===== src/rtl/control_sequencer_if.sv =====
// ---------------------------------------------------------------------------
// control_sequencer_if
//
// Bundles the decoder-side handshake, the branch/interrupt status inputs and
// the issued-instruction outputs of control_sequencer.
//
// Handshake: dec_valid/dec_ready follow strict valid/ready semantics. An
// instruction is transferred on a rising clk edge where dec_valid and
// dec_ready are both high. Once dec_valid is raised, the decoder holds dec_id
// and dec_valid steady until that transfer happens. dec_ready is
// combinational and may depend on irq_req, i_flag and branch_taken in the
// same cycle. dec_ready never depends on dec_valid.
//
// Signals
//   dec_id[7:0]          decoder -> sequencer   instruction id offered
//   dec_valid            decoder -> sequencer   dec_id holds a new instruction
//   dec_ready            sequencer -> decoder   instruction taken this cycle
//   branch_taken         execute -> sequencer   current branch resolved taken
//   irq_req              irq ctl -> sequencer   level interrupt request
//   i_flag               SREG    -> sequencer   global interrupt enable
//   instruction_id[7:0]  sequencer -> select    id currently executing
//   clock_counter[1:0]   sequencer -> select    remaining cycles, counts to 0
//   interrupt_stage[1:0] sequencer -> select    0 none, else 2 -> 1 -> 3
//   irq_ack              sequencer -> irq ctl   pulse in first interrupt stage
//   busy                 sequencer -> status    counter or interrupt active
//
// Modports: master = decoder/execute side, slave = sequencer.
// ---------------------------------------------------------------------------
interface control_sequencer_if;
    logic [7:0] dec_id;
    logic       dec_valid;
    logic       dec_ready;
    logic       branch_taken;
    logic       irq_req;
    logic       i_flag;
    logic [7:0] instruction_id;
    logic [1:0] clock_counter;
    logic [1:0] interrupt_stage;
    logic       irq_ack;
    logic       busy;

    modport master (
        output dec_id, dec_valid, branch_taken, irq_req, i_flag,
        input  dec_ready, instruction_id, clock_counter, interrupt_stage,
               irq_ack, busy
    );

    modport slave (
        input  dec_id, dec_valid, branch_taken, irq_req, i_flag,
        output dec_ready, instruction_id, clock_counter, interrupt_stage,
               irq_ack, busy
    );
endinterface


===== src/rtl/control_sequencer.sv =====
// ---------------------------------------------------------------------------
// control_sequencer
//
// Issues decoded instructions to the control select logic. Multi-cycle
// instructions are held for their full length with a down-counter. A
// three-stage interrupt entry sequence is inserted at instruction
// boundaries. One bubble cycle follows a taken branch.
//
// Parameters
//   INT_ID        id presented during all interrupt entry stages
//
// Ports
//   clk           rising-edge clock
//   reset_n       synchronous, active-low reset
//   bus           control_sequencer_if.slave (see interface for signal list)
//   dbg_state     current FSM state encoding, for checkers and debug
//
// All bus outputs except dec_ready are registered.
// ---------------------------------------------------------------------------
module control_sequencer #(
    parameter logic [7:0] INT_ID = 8'hFF
) (
    input  logic                  clk,
    input  logic                  reset_n,
    control_sequencer_if.slave    bus,
    output logic [2:0]            dbg_state
);

    typedef enum logic [2:0] {
        ST_RUN    = 3'd0,  // executing or at a boundary
        ST_BUBBLE = 3'd1,  // dead cycle after a taken branch
        ST_INT2   = 3'd2,  // interrupt stage 2: push PC low, ack
        ST_INT1   = 3'd3,  // interrupt stage 1: push PC high
        ST_INT3   = 3'd4   // interrupt stage 3: load vector
    } state_t;

    state_t     state;
    logic [7:0] id_q;
    logic [1:0] cnt_q;
    logic [1:0] stage_q;
    logic       ack_q;
    logic       busy_q;

    logic       is_branch;
    logic       take_branch;
    logic       irq_pending;
    logic       boundary;
    logic       accept;

    // Load value is the instruction length minus one.
    function automatic logic [1:0] load_value(input logic [7:0] id);
        logic [1:0] v;
        case (id)
            8'h2D, 8'h2E:                      v = 2'd3;  // RET, RETI
            8'h2C, 8'h22:                      v = 2'd2;  // RCALL, LPM
            8'h2B, 8'h2A, 8'h19, 8'h38, 8'h2F: v = 2'd1;  // PUSH POP LD ST RJMP
            default:                           v = 2'd0;
        endcase
        return v;
    endfunction

    assign is_branch   = (id_q >= 8'h04) && (id_q <= 8'h08);
    // A branch resolves in its only cycle; a taken one marks the bubble as
    // pending immediately so the wrong-path instruction is not consumed.
    assign take_branch = (state == ST_RUN) && is_branch && (cnt_q == 2'd0)
                         && bus.branch_taken;
    assign irq_pending = bus.irq_req && bus.i_flag;
    assign boundary    = (state == ST_RUN) && (cnt_q == 2'd0) && !take_branch;
    assign accept      = boundary && !irq_pending && bus.dec_valid;

    assign bus.dec_ready       = boundary && !irq_pending;
    assign bus.instruction_id  = id_q;
    assign bus.clock_counter   = cnt_q;
    assign bus.interrupt_stage = stage_q;
    assign bus.irq_ack         = ack_q;
    assign bus.busy            = busy_q;
    assign dbg_state           = state;

    always_ff @(posedge clk) begin
        if (!reset_n) begin
            state   <= ST_RUN;
            id_q    <= 8'h00;
            cnt_q   <= 2'd0;
            stage_q <= 2'd0;
            ack_q   <= 1'b0;
            busy_q  <= 1'b0;
        end else begin
            ack_q <= 1'b0;
            case (state)
                ST_RUN: begin
                    if (cnt_q != 2'd0) begin
                        cnt_q  <= cnt_q - 2'd1;
                        busy_q <= (cnt_q != 2'd1);
                    end else if (take_branch) begin
                        state  <= ST_BUBBLE;
                        id_q   <= 8'h00;
                        busy_q <= 1'b0;
                    end else if (irq_pending) begin
                        state   <= ST_INT2;
                        id_q    <= INT_ID;
                        stage_q <= 2'd2;
                        ack_q   <= 1'b1;
                        busy_q  <= 1'b1;
                    end else if (accept) begin
                        id_q   <= bus.dec_id;
                        cnt_q  <= load_value(bus.dec_id);
                        busy_q <= (load_value(bus.dec_id) != 2'd0);
                    end else begin
                        id_q   <= 8'h00;
                        busy_q <= 1'b0;
                    end
                end
                ST_BUBBLE: begin
                    state <= ST_RUN;
                    id_q  <= 8'h00;
                end
                ST_INT2: begin
                    state   <= ST_INT1;
                    stage_q <= 2'd1;
                end
                ST_INT1: begin
                    state   <= ST_INT3;
                    stage_q <= 2'd3;
                end
                ST_INT3: begin
                    // Return to a boundary; re-entry only if still requested.
                    state   <= ST_RUN;
                    stage_q <= 2'd0;
                    id_q    <= 8'h00;
                    busy_q  <= 1'b0;
                end
                default: begin
                    state   <= ST_RUN;
                    id_q    <= 8'h00;
                    cnt_q   <= 2'd0;
                    stage_q <= 2'd0;
                    busy_q  <= 1'b0;
                end
            endcase
        end
    end

endmodule

===== src/flat_wrapper.sv =====
// flat-port wrapper written by rule: the top's interface ports become plain ports
module control_sequencer_flat 
#(
    parameter logic [7:0] INT_ID = 8'hFF
)
  (clk, reset_n, dbg_state, bus_dec_id, bus_dec_valid, bus_branch_taken, bus_irq_req, bus_i_flag, bus_dec_ready, bus_instruction_id, bus_clock_counter, bus_interrupt_stage, bus_irq_ack, bus_busy);
  control_sequencer_if bus_i ();
  input  logic clk;
  input  logic reset_n;
  output logic [2:0] dbg_state;
  input wire logic [$bits(bus_i.dec_id)-1:0] bus_dec_id;
  input wire logic [$bits(bus_i.dec_valid)-1:0] bus_dec_valid;
  input wire logic [$bits(bus_i.branch_taken)-1:0] bus_branch_taken;
  input wire logic [$bits(bus_i.irq_req)-1:0] bus_irq_req;
  input wire logic [$bits(bus_i.i_flag)-1:0] bus_i_flag;
  output wire logic [$bits(bus_i.dec_ready)-1:0] bus_dec_ready;
  output wire logic [$bits(bus_i.instruction_id)-1:0] bus_instruction_id;
  output wire logic [$bits(bus_i.clock_counter)-1:0] bus_clock_counter;
  output wire logic [$bits(bus_i.interrupt_stage)-1:0] bus_interrupt_stage;
  output wire logic [$bits(bus_i.irq_ack)-1:0] bus_irq_ack;
  output wire logic [$bits(bus_i.busy)-1:0] bus_busy;
  assign bus_i.dec_id = bus_dec_id;
  assign bus_i.dec_valid = bus_dec_valid;
  assign bus_i.branch_taken = bus_branch_taken;
  assign bus_i.irq_req = bus_irq_req;
  assign bus_i.i_flag = bus_i_flag;
  assign bus_dec_ready = bus_i.dec_ready;
  assign bus_instruction_id = bus_i.instruction_id;
  assign bus_clock_counter = bus_i.clock_counter;
  assign bus_interrupt_stage = bus_i.interrupt_stage;
  assign bus_irq_ack = bus_i.irq_ack;
  assign bus_busy = bus_i.busy;
  control_sequencer #(.INT_ID(INT_ID)) u_core (.clk(clk), .reset_n(reset_n), .bus(bus_i), .dbg_state(dbg_state));
endmodule

===== config.mk =====
export PLATFORM = sky130hd
export DESIGN_NAME = control_sequencer_flat
export DESIGN_NICKNAME = d
export VERILOG_FILES = /design/src/rtl/control_sequencer_if.sv /design/src/rtl/control_sequencer.sv /design/src/flat_wrapper.sv
export SDC_FILE = /design/constraint.sdc
export NUM_CORES = 1
export LEC_CHECK = 0
export CAP_MARGIN = 30
export CORE_ASPECT_RATIO = 0.75
export CORE_MARGIN = 1.5
export CORE_UTILIZATION = 45
export CTS_CLUSTER_SIZE = 20
export DETAILED_ROUTE_END_ITERATION = 6
export DONT_BUFFER_PORTS = 1
export SYNTH_ARGS = -nofsm -noshare
export SYNTH_HDL_FRONTEND = slang
export SYNTH_SLANG_ARGS = --single-unit

===== constraint.sdc =====
create_clock -name clk -period 1.9 [get_ports clk]
set_input_delay 0.095 -clock clk [delete_from_list [all_inputs] [get_ports clk]]
set_output_delay 0.095 -clock clk [all_outputs]
set_load 0.1 [all_outputs]

# Word-level counts from Yosys, hierarchy flattened
# Index checks and enable logic that the tools add are counted.
# totals
register_bits,17
input_bits,14
out_inout_bits,18
elab_cells,89
# op_classes
n_addsub,1
n_lt_le_gt_ge,2
eq_ne,21
n_mux,28
bitwise_logic,5
n_reduce_logical,26
# ops
cell,count
$eq 8x6->1 const B,8
$mux 8,4
$mux 2,10
$pmux 8 s2,1
$logic_and 1x1->1,9
$mux 3,3
$pmux 3 s3,1
$eq 8x5->1 const B,1
$ge 8x3->1 const B,1
$le 8x4->1 const B,1
$pmux 2 s4,1
$reduce_and 4->1,2
$reduce_or 4->1,2
$eq 3x2->1 const B,2
$ne 3x3->1 const B,2
$pmux 2 s3,1
$reduce_or 2->1,3
$mux 1,5
$not 1->1,5
$reduce_or 5->1,1
$ne 2x1->1 const B,2
$ne 2x2->1 const B,2
$pmux 2 s2,1
$reduce_and 2->1,2
11 further kinds,13

# Longest topological paths before layout
# Gate-level depths: netlist of run 1.
# depth
word_depth,21
mapped_depth,5

# Worst setup path after synthesis of run 1
# OpenSTA, ideal clock, no wires.
# synth_path
path_type,register to output
start,"reg u_core.id_q[0], in the netlist u_core.bus.instruction_id[0]"
end,out bus_dec_ready
arrival_time_ns,2.295
setup_slack_ns,-0.490
path_stages_with_launch,4
n_path_buf,0
path_cell_list,dfxtp_1 > nor4b_1 > o211ai_2 > and3_1
# synth_between
elab_chain_len,8
# synth_lines
element,line_no,source
start: declaration,control_sequencer.sv:38,logic [7:0] id_q;
start signal: assignment,control_sequencer.sv:105,id_q <= bus.dec_id;
$ge 8x3->1 / $le 8x4->1 (equally long branches),control_sequencer.sv:62,assign is_branch = (id_q >= 8'h04) && (id_q <= 8'h08);
$logic_and 1x1->1 (*),control_sequencer.sv:62,
$logic_and 1x1->1 (*) (2 in series),control_sequencer.sv:65,assign take_branch = (state == ST_RUN) && is_branch && (cnt_q == 2'd0)
$logic_and 1x1->1 (*),control_sequencer.sv:66,&& bus.branch_taken;
$logic_not 1->1 (*),control_sequencer.sv:68,assign boundary = (state == ST_RUN) && (cnt_q == 2'd0) && !take_branch;
$logic_and 1x1->1 (*),control_sequencer.sv:68,
$logic_and 1x1->1 (*),control_sequencer.sv:71,assign bus.dec_ready = boundary && !irq_pending;
end: declaration,flat_wrapper.sv:16,output wire logic [$bits(bus_i.dec_ready)-1:0] bus_dec_ready;
# Every way passes the cells marked *; elsewhere a longest branch is shown, timed or not.

# Worst setup path in the final report of run 1
# layout_path
start,"reg u_core.id_q[4], in the netlist u_core.bus.instruction_id[4]"
end,out bus_dec_ready
# The elaborated chain is that of the path after synthesis.

==> results.yml, run 1 <==
critical_path:
  path_delay_family: "simple AND/OR/NAND/NOR gates"
  critPathBufInv: 1
  critPathMaxStageDelay_ps: 410
  cp_slowest_cell: "nor4_1"
  r2r_start: "u_core.bus.instruction_id[4]"
  cp-end-kind: "output port"
  path_cells: "nor4_1 > o211ai_2 > and3_4 > buf_12"
  r2r_slack_ps: 300
  arrival_ps: 1700
  worst_r2r_endpoint: "u_core.bus.interrupt_stage[1]"
  cp-start-kind: "flop"
  crit_type: "flop to output port"
  crit_path_end: "bus_dec_ready"
  critical_path_required_ps: 1800
  path_depth: 4
  reg2reg_depth: 5
  crit_start: "u_core.bus.instruction_id[4]"
  cp_max_fo: 6
route:
  routed_wl_um: 2500
  postRouteAntennaNets: 0
  drtIter0Drc: 28
  remaining_drc_errors: 0
  dr.pass1.iters: 4
  viasPerCell: 6.02
  avgRoutedWirePerCell_um: 16.0
  num_vias: 939
yosys:
  ys.flop_type: "dfxtp_1"
  synth_compound_area_frac: 0.308
  synth_mux_area_frac: 0
  ys_types: 40
  syn_area_um2: 891
  yosysWarnings: 0
  synth_area_leaders: "dfxtp_1 (38%), o2bb2ai_1 (7.9%), a21oi_1 (5.6%), o21a_1 (4.2%), nor2_1 (3.8%)"
  syn_avg_cell_area_um2: 8.57
  synth_edf_count: 0
  synthCells: 104
  synth_top_family_by_area: "compound AO/OA/AOI/OAI gates"
  yosys.area.top_type_share: 0.382
  synth-adder-area-share: 0
  synthArstFlopShare: 0
  synthXorXnorAreaFrac: 0.0197
  syn_nets: 118
  synth.ff_latch_count: 17
  yosysTopAreaCell: "dfxtp_1"
  synthSimpleGateAreaFrac: 0.246
  synth-seq-area-share: 0.382
min_path:
  hold_path_class: "primary input to flop"
run:
  cap_violations: 0
sta:
  maxClockFrequency_ghz: 0.557
  worst_pin_slew_ps: 414
  fin_tns_setup_ps: 0
  setup_slack_ps: 104
  fin_crit_ps: 1800
  slew_headroom: 0.721
  setup_violations: 0
  hold_viol: 0
  fin_skew_ps: 6.42
  rsz0062_at_grt: "false"
  fin_crit_sh: 0.945
  finalMaxSlewViolations: 0
pwr:
  irDropWorstVdd_mv: 0.605
  leakage_nw: 0.498
  p_per_area_nw_per_um2: 918
finish:
  drive_above_1_share: 0.306
  finalNonFillerCells: 156
  fin_util: 0.678
  fill_cells: 143
  area_growth_pct: 36.2
  antenna_cells: 0
  fin_nets: 149
clocking:
  numCtsBuffers: 3
  clk_pin_slew_ps: 110
  cts-root-buf: "clkbuf_4"
  tritoncts: "yes"
  cts.htree.levels: 1
  clock_latency_ps: 310
  cts_sinks: 17
  clockBufferDepth: 2
global_routing:
  grt_max_degree: 12
  antenna_found_initial: 0
  grt_pass1_vias: 872
  track_usage: 0.247
  grt-ovfl-total: 0
  grt_pass1_wl_um: 4080
placed_design:
  dp_cells: 138
  io_buffers: 0
  dp_hpwl_um: 1710
  finalWeightedCongestion: 0.840
  preCtsSetupSlack_ps: 386
floorplan:
  die_height_um: 41.5
  dieArea_um2: 2260
  die_x_um: 54.4
  num_rows: 13
  core_um2: 1790
  pin_count: 32
  initial_core_util: 0.498
status:
  status: "finished clean"
placed cells by master (no fill, tap or decap), drive strengths merged, types with 2 or more instances in the layout:
cell type / instances
a21oi: 10
a31oi: 2
and2: 2
and3: 4
buf: 22
clkbuf: 3
dfxtp: 17
dlygate4sd3: 10
inv: 4
nand2: 5
nand3: 3
nor2: 9
nor2b: 2
nor3: 3
o211ai: 2
o21a: 5
o21ai: 2
o2bb2ai: 8
xor2: 2
worst min-delay path by stage:
stage | startpoint | end | depth (start not counted)
final | bus_dec_id[2] | u_core.bus.instruction_id[2] | 2
after global routing | bus_dec_id[2] | u_core.bus.instruction_id[2] | 2
after CTS | bus_dec_id[2] | u_core.bus.instruction_id[2] | 2
after detailed placement | reset_n | u_core.dbg_state[1] | 1
after global placement | reset_n | u_core.dbg_state[1] | 1
after floorplan | bus_dec_id[0] | u_core.bus.instruction_id[0] | 2
registers in the layout (all words and copies together) (netlist names):
| name | count |
|---|---|
| u_core.bus.irq_ack | 1 |
| u_core.bus.instruction_id | 8 |
| u_core.dbg_state | 3 |
| u_core.bus.interrupt_stage | 2 |
| u_core.bus.busy | 1 |
| u_core.bus.clock_counter | 2 |
cell type report:
| class | count | area, um2 | area share |
|---|---|---|---|
| clock buffer | 3 | 22.5 | 0.0186 |
| clock inverter | 1 | 5.00 | 0.00412 |
| inverter | 4 | 15.0 | 0.0124 |
| multi-input combinational | 77 | 515 | 0.425 |
| sequential | 17 | 350 | 0.289 |
| tap | 22 | 27.5 | 0.0227 |
| timing repair buffer | 32 | 278 | 0.229 |
timing repair:
action | 4_1_cts | 5_1_grt
setup buffers | 0 | 4
hold buffers | 9 | 1
hold endpoints to repair | 11 | 1
gates resized for setup | 0 | 1
endpoints found under the setup margin | 0 | 1
stage by stage:
| step | instance area, um2 | hold WS, ps | total power, mW |
|---|---|---|---|
| 4_1_cts | 1170 | 6.92 | 1.10 |
| 3_5_place_dp | 1060 | 217 | 0.882 |
| 6_report | 1210 | 0.228 | 1.11 |
| 3_3_place_gp | 1060 | 214 | 0.880 |
| 2_1_floorplan | 906 | 282 | 0.793 |
| 5_1_grt | 1210 | 6.09 | 1.16 |
kinds of logic after synthesis:
logic type,count (synthesis)
AND/OR/NAND/NOR,38
AO/OA/AOI/OAI,37
flip-flops,17
buffers and inverters,10
XOR/XNOR,2
synthesized netlist by cell type, drive strengths merged (2+ instances only):
cell / instances
dfxtp: 17
a21oi: 10
nor2: 9
o2bb2ai: 8
nand2: 5
o21a: 5
and3: 4
buf: 4
inv: 4
nand3: 3
nor3: 3
a31oi: 2
and2: 2
clkbuf: 2
nor2b: 2
o211ai: 2
o21ai: 2
xor2: 2
layer usage:
metal  global-route usage  share of wire  vias up
met5                    0              0        -
met4               0.0750          0.010        0
met3               0.0935          0.079        4
met2                0.330           0.43       36
met1                0.362           0.48      444
li1                     -              -      455
worst reg2reg max path: cells and delay by family, from the launching register on:
| family | cells | cell delay (ps) |
|---|---|---|
| AO/OA/AOI/OAI | 2 | 490 |
| AND/OR/NAND/NOR | 2 | 480 |
| flip-flops | 1 | 340 |
| buffers and inverters | 1 | 200 |
power breakdown:
part | internal, mW | total [mW] | switching [mW]
Sequential | 0.390 | 0.413 | 0.0225
Clock | 0.0788 | 0.205 | 0.127
Combinational | 0.132 | 0.496 | 0.363
Total | 0.601 | 1.11 | 0.512
Note: power is estimated with default switching activity, not from simulation.
==> run 2: changes to the inputs <==
--- a/config.mk
+++ b/config.mk
@@ -9,9 +9,12 @@
 export CORE_ASPECT_RATIO = 0.75
 export CORE_MARGIN = 1.5
 export CORE_UTILIZATION = 45
+export CTS_BUF_LIST = sky130_fd_sc_hd__clkbuf_4
 export CTS_CLUSTER_SIZE = 20
 export DETAILED_ROUTE_END_ITERATION = 6
 export DONT_BUFFER_PORTS = 1
+export HOLD_SLACK_MARGIN = 0.1
+export RECOVER_POWER = 100
 export SYNTH_ARGS = -nofsm -noshare
 export SYNTH_HDL_FRONTEND = slang
 export SYNTH_SLANG_ARGS = --single-unit
==> run 2 against run 1 <==
First-iteration DRC count unchanged. Flip-flop and latch count unchanged. Critical path depth unchanged. Maximum frequency decreased by 2.3%. Register-to-register slack got worse by 40 ps. Count of clock-buffer cells in the layout unchanged. Clock power about the same. Cell area decreased by 2.7%. Combinational power decreased by 4.0%. Core utilization decreased by 1.8 points. Die area unchanged. Cell count increased by 1.3%. Critical endpoint unchanged. Largest cell class unchanged. Largest power group unchanged.
==> results.yml, run 2 (synthesized netlist as in run 1, its figures left out) <==
placed_design:
  placed_cell_area_um2: 1060
  finalWeightedCongestion: 0.840
  dp_cells: 138
  dp_hpwl_um: 1710
  io_buffers: 0
  preCtsSetupSlack_ps: 386
global_routing:
  antenna_found_initial: 0
  grt-ovfl-total: 0
  grt_max_degree: 12
  track_usage: 0.258
  grt_pass1_vias: 888
  grt_pass1_wl_um: 4240
finish:
  finalNonFillerCells: 158
  fin_util: 0.660
  fin_nets: 151
  antenna_cells: 0
  layout_common_cells: "clkbuf_2 (16), dlygate4sd3_1 (13), a21oi_1 (10), dfxtp_1 (10), nor2_1 (9)"
  final_common_cell: "clkbuf_2"
  largest_reg_flops: 8
  fin_area_um2: 1180
  area_growth_pct: 32.6
  drive_above_1_share: 0.265
critical_path:
  cp-start-kind: "flop"
  reg2reg_depth: 4
  crit_type: "flop to output port"
  critical_path_required_ps: 1800
  cp_max_fo: 6
  cp-end-kind: "output port"
  arrival_ps: 1740
pwr:
  clkPwrFrac: 0.187
  seqPwrFrac: 0.377
  combPwrFrac: 0.436
  p_switching_mw: 0.510
  p_total_mw: 1.09
  leakage_nw: 0.488
  p_int_mw: 0.582
  p_per_area_nw_per_um2: 925
  swShare: 0.467
  irDropWorstVdd_mv: 0.607
floorplan:
  pin_count: 32
  core_um2: 1790
  initial_core_util: 0.498
  die_height_um: 41.5
  die_x_um: 54.4
  dieArea_um2: 2260
  num_rows: 13
route:
  dr.pass1.iters: 5
  postRouteAntennaNets: 0
  routed_wl_um: 2570
  avgRoutedWirePerCell_um: 16.3
  viasPerCell: 6.04
  num_vias: 954
  drtIter0Drc: 28
  remaining_drc_errors: 0
sta:
  setup_violations: 0
  hold_viol: 0
  fin_skew_ps: 7.17
  fin_crit_ps: 1840
  fin_tns_setup_ps: 0
  finalMaxSlewViolations: 0
  hold-worst-slack_ps: 186
  worst_pin_slew_ps: 590
  slew_headroom: 0.606
  rsz0062_at_grt: "false"
  setup_slack_ps: 62.6
  maxClockFrequency_ghz: 0.544
  fin_crit_sh: 0.967
clocking:
  clockBufferDepth: 2
  cts_sinks: 17
  tritoncts: "yes"
  clock_latency_ps: 310
  clk_pin_slew_ps: 110
  numCtsBuffers: 3
  cts-root-buf: "clkbuf_4"
  cts.htree.levels: 1
status:
  status: "finished clean"
min_path:
  min_path_cells: 4
  hold_path_class: "primary input to flop"
run:
  cap_violations: 0
[run 2: repair_timing]
item	CTS	global route
setup buffers	0	3
endpoints found under the hold margin	15	0
hold buffers	13	0
endpoints found under the setup margin	0	1
gates resized for setup	0	1
[run 2: layer usage]
layer / up-vias / track usage / share of wire
li1: 461 / - / -
met1: 454 / 0.365 / 0.46
met2: 35 / 0.366 / 0.45
met3: 4 / 0.0935 / 0.080
met4: 0 / 0.0700 / 0.011
met5: - / 0 / 0
[run 2: path summary, 6_finish.rpt]
kind                                start                            to  slack, ps
min                         bus_dec_id[3]   u_core.bus.clock_counter[0]        190
min reg2reg  u_core.bus.instruction_id[3]  u_core.bus.instruction_id[3]        510
max          u_core.bus.instruction_id[4]                 bus_dec_ready         60
max reg2reg  u_core.bus.instruction_id[3]  u_core.bus.instruction_id[2]        260
[run 2: cell type report]
type	instances	area, um2
Fill cell	160	608
Multi-Input combinational cell	77	505
Sequential cell	17	349
Timing Repair Buffer	34	256
Tap cell	22	27.5
Clock buffer	3	22.5
Inverter	4	15.0
Clock inverter	1	5.00
[run 2: critical path, cell delays in order, from the launching register on]
cell and delay [ps]:
dfxtp_2 340, nor4_1 370, o211ai_1 290, and3_4 280
buf_12 160
[run 2: power by group through the flow]
stage          sequential, mW  combinational [mW]  clock, mW
6_report                0.412               0.476      0.204
2_1_floorplan           0.644               0.149          0
5_1_grt                 0.416               0.494      0.229
4_1_cts                 0.412               0.489      0.208
3_3_place_gp            0.419               0.461          0
3_5_place_dp            0.420               0.463          0
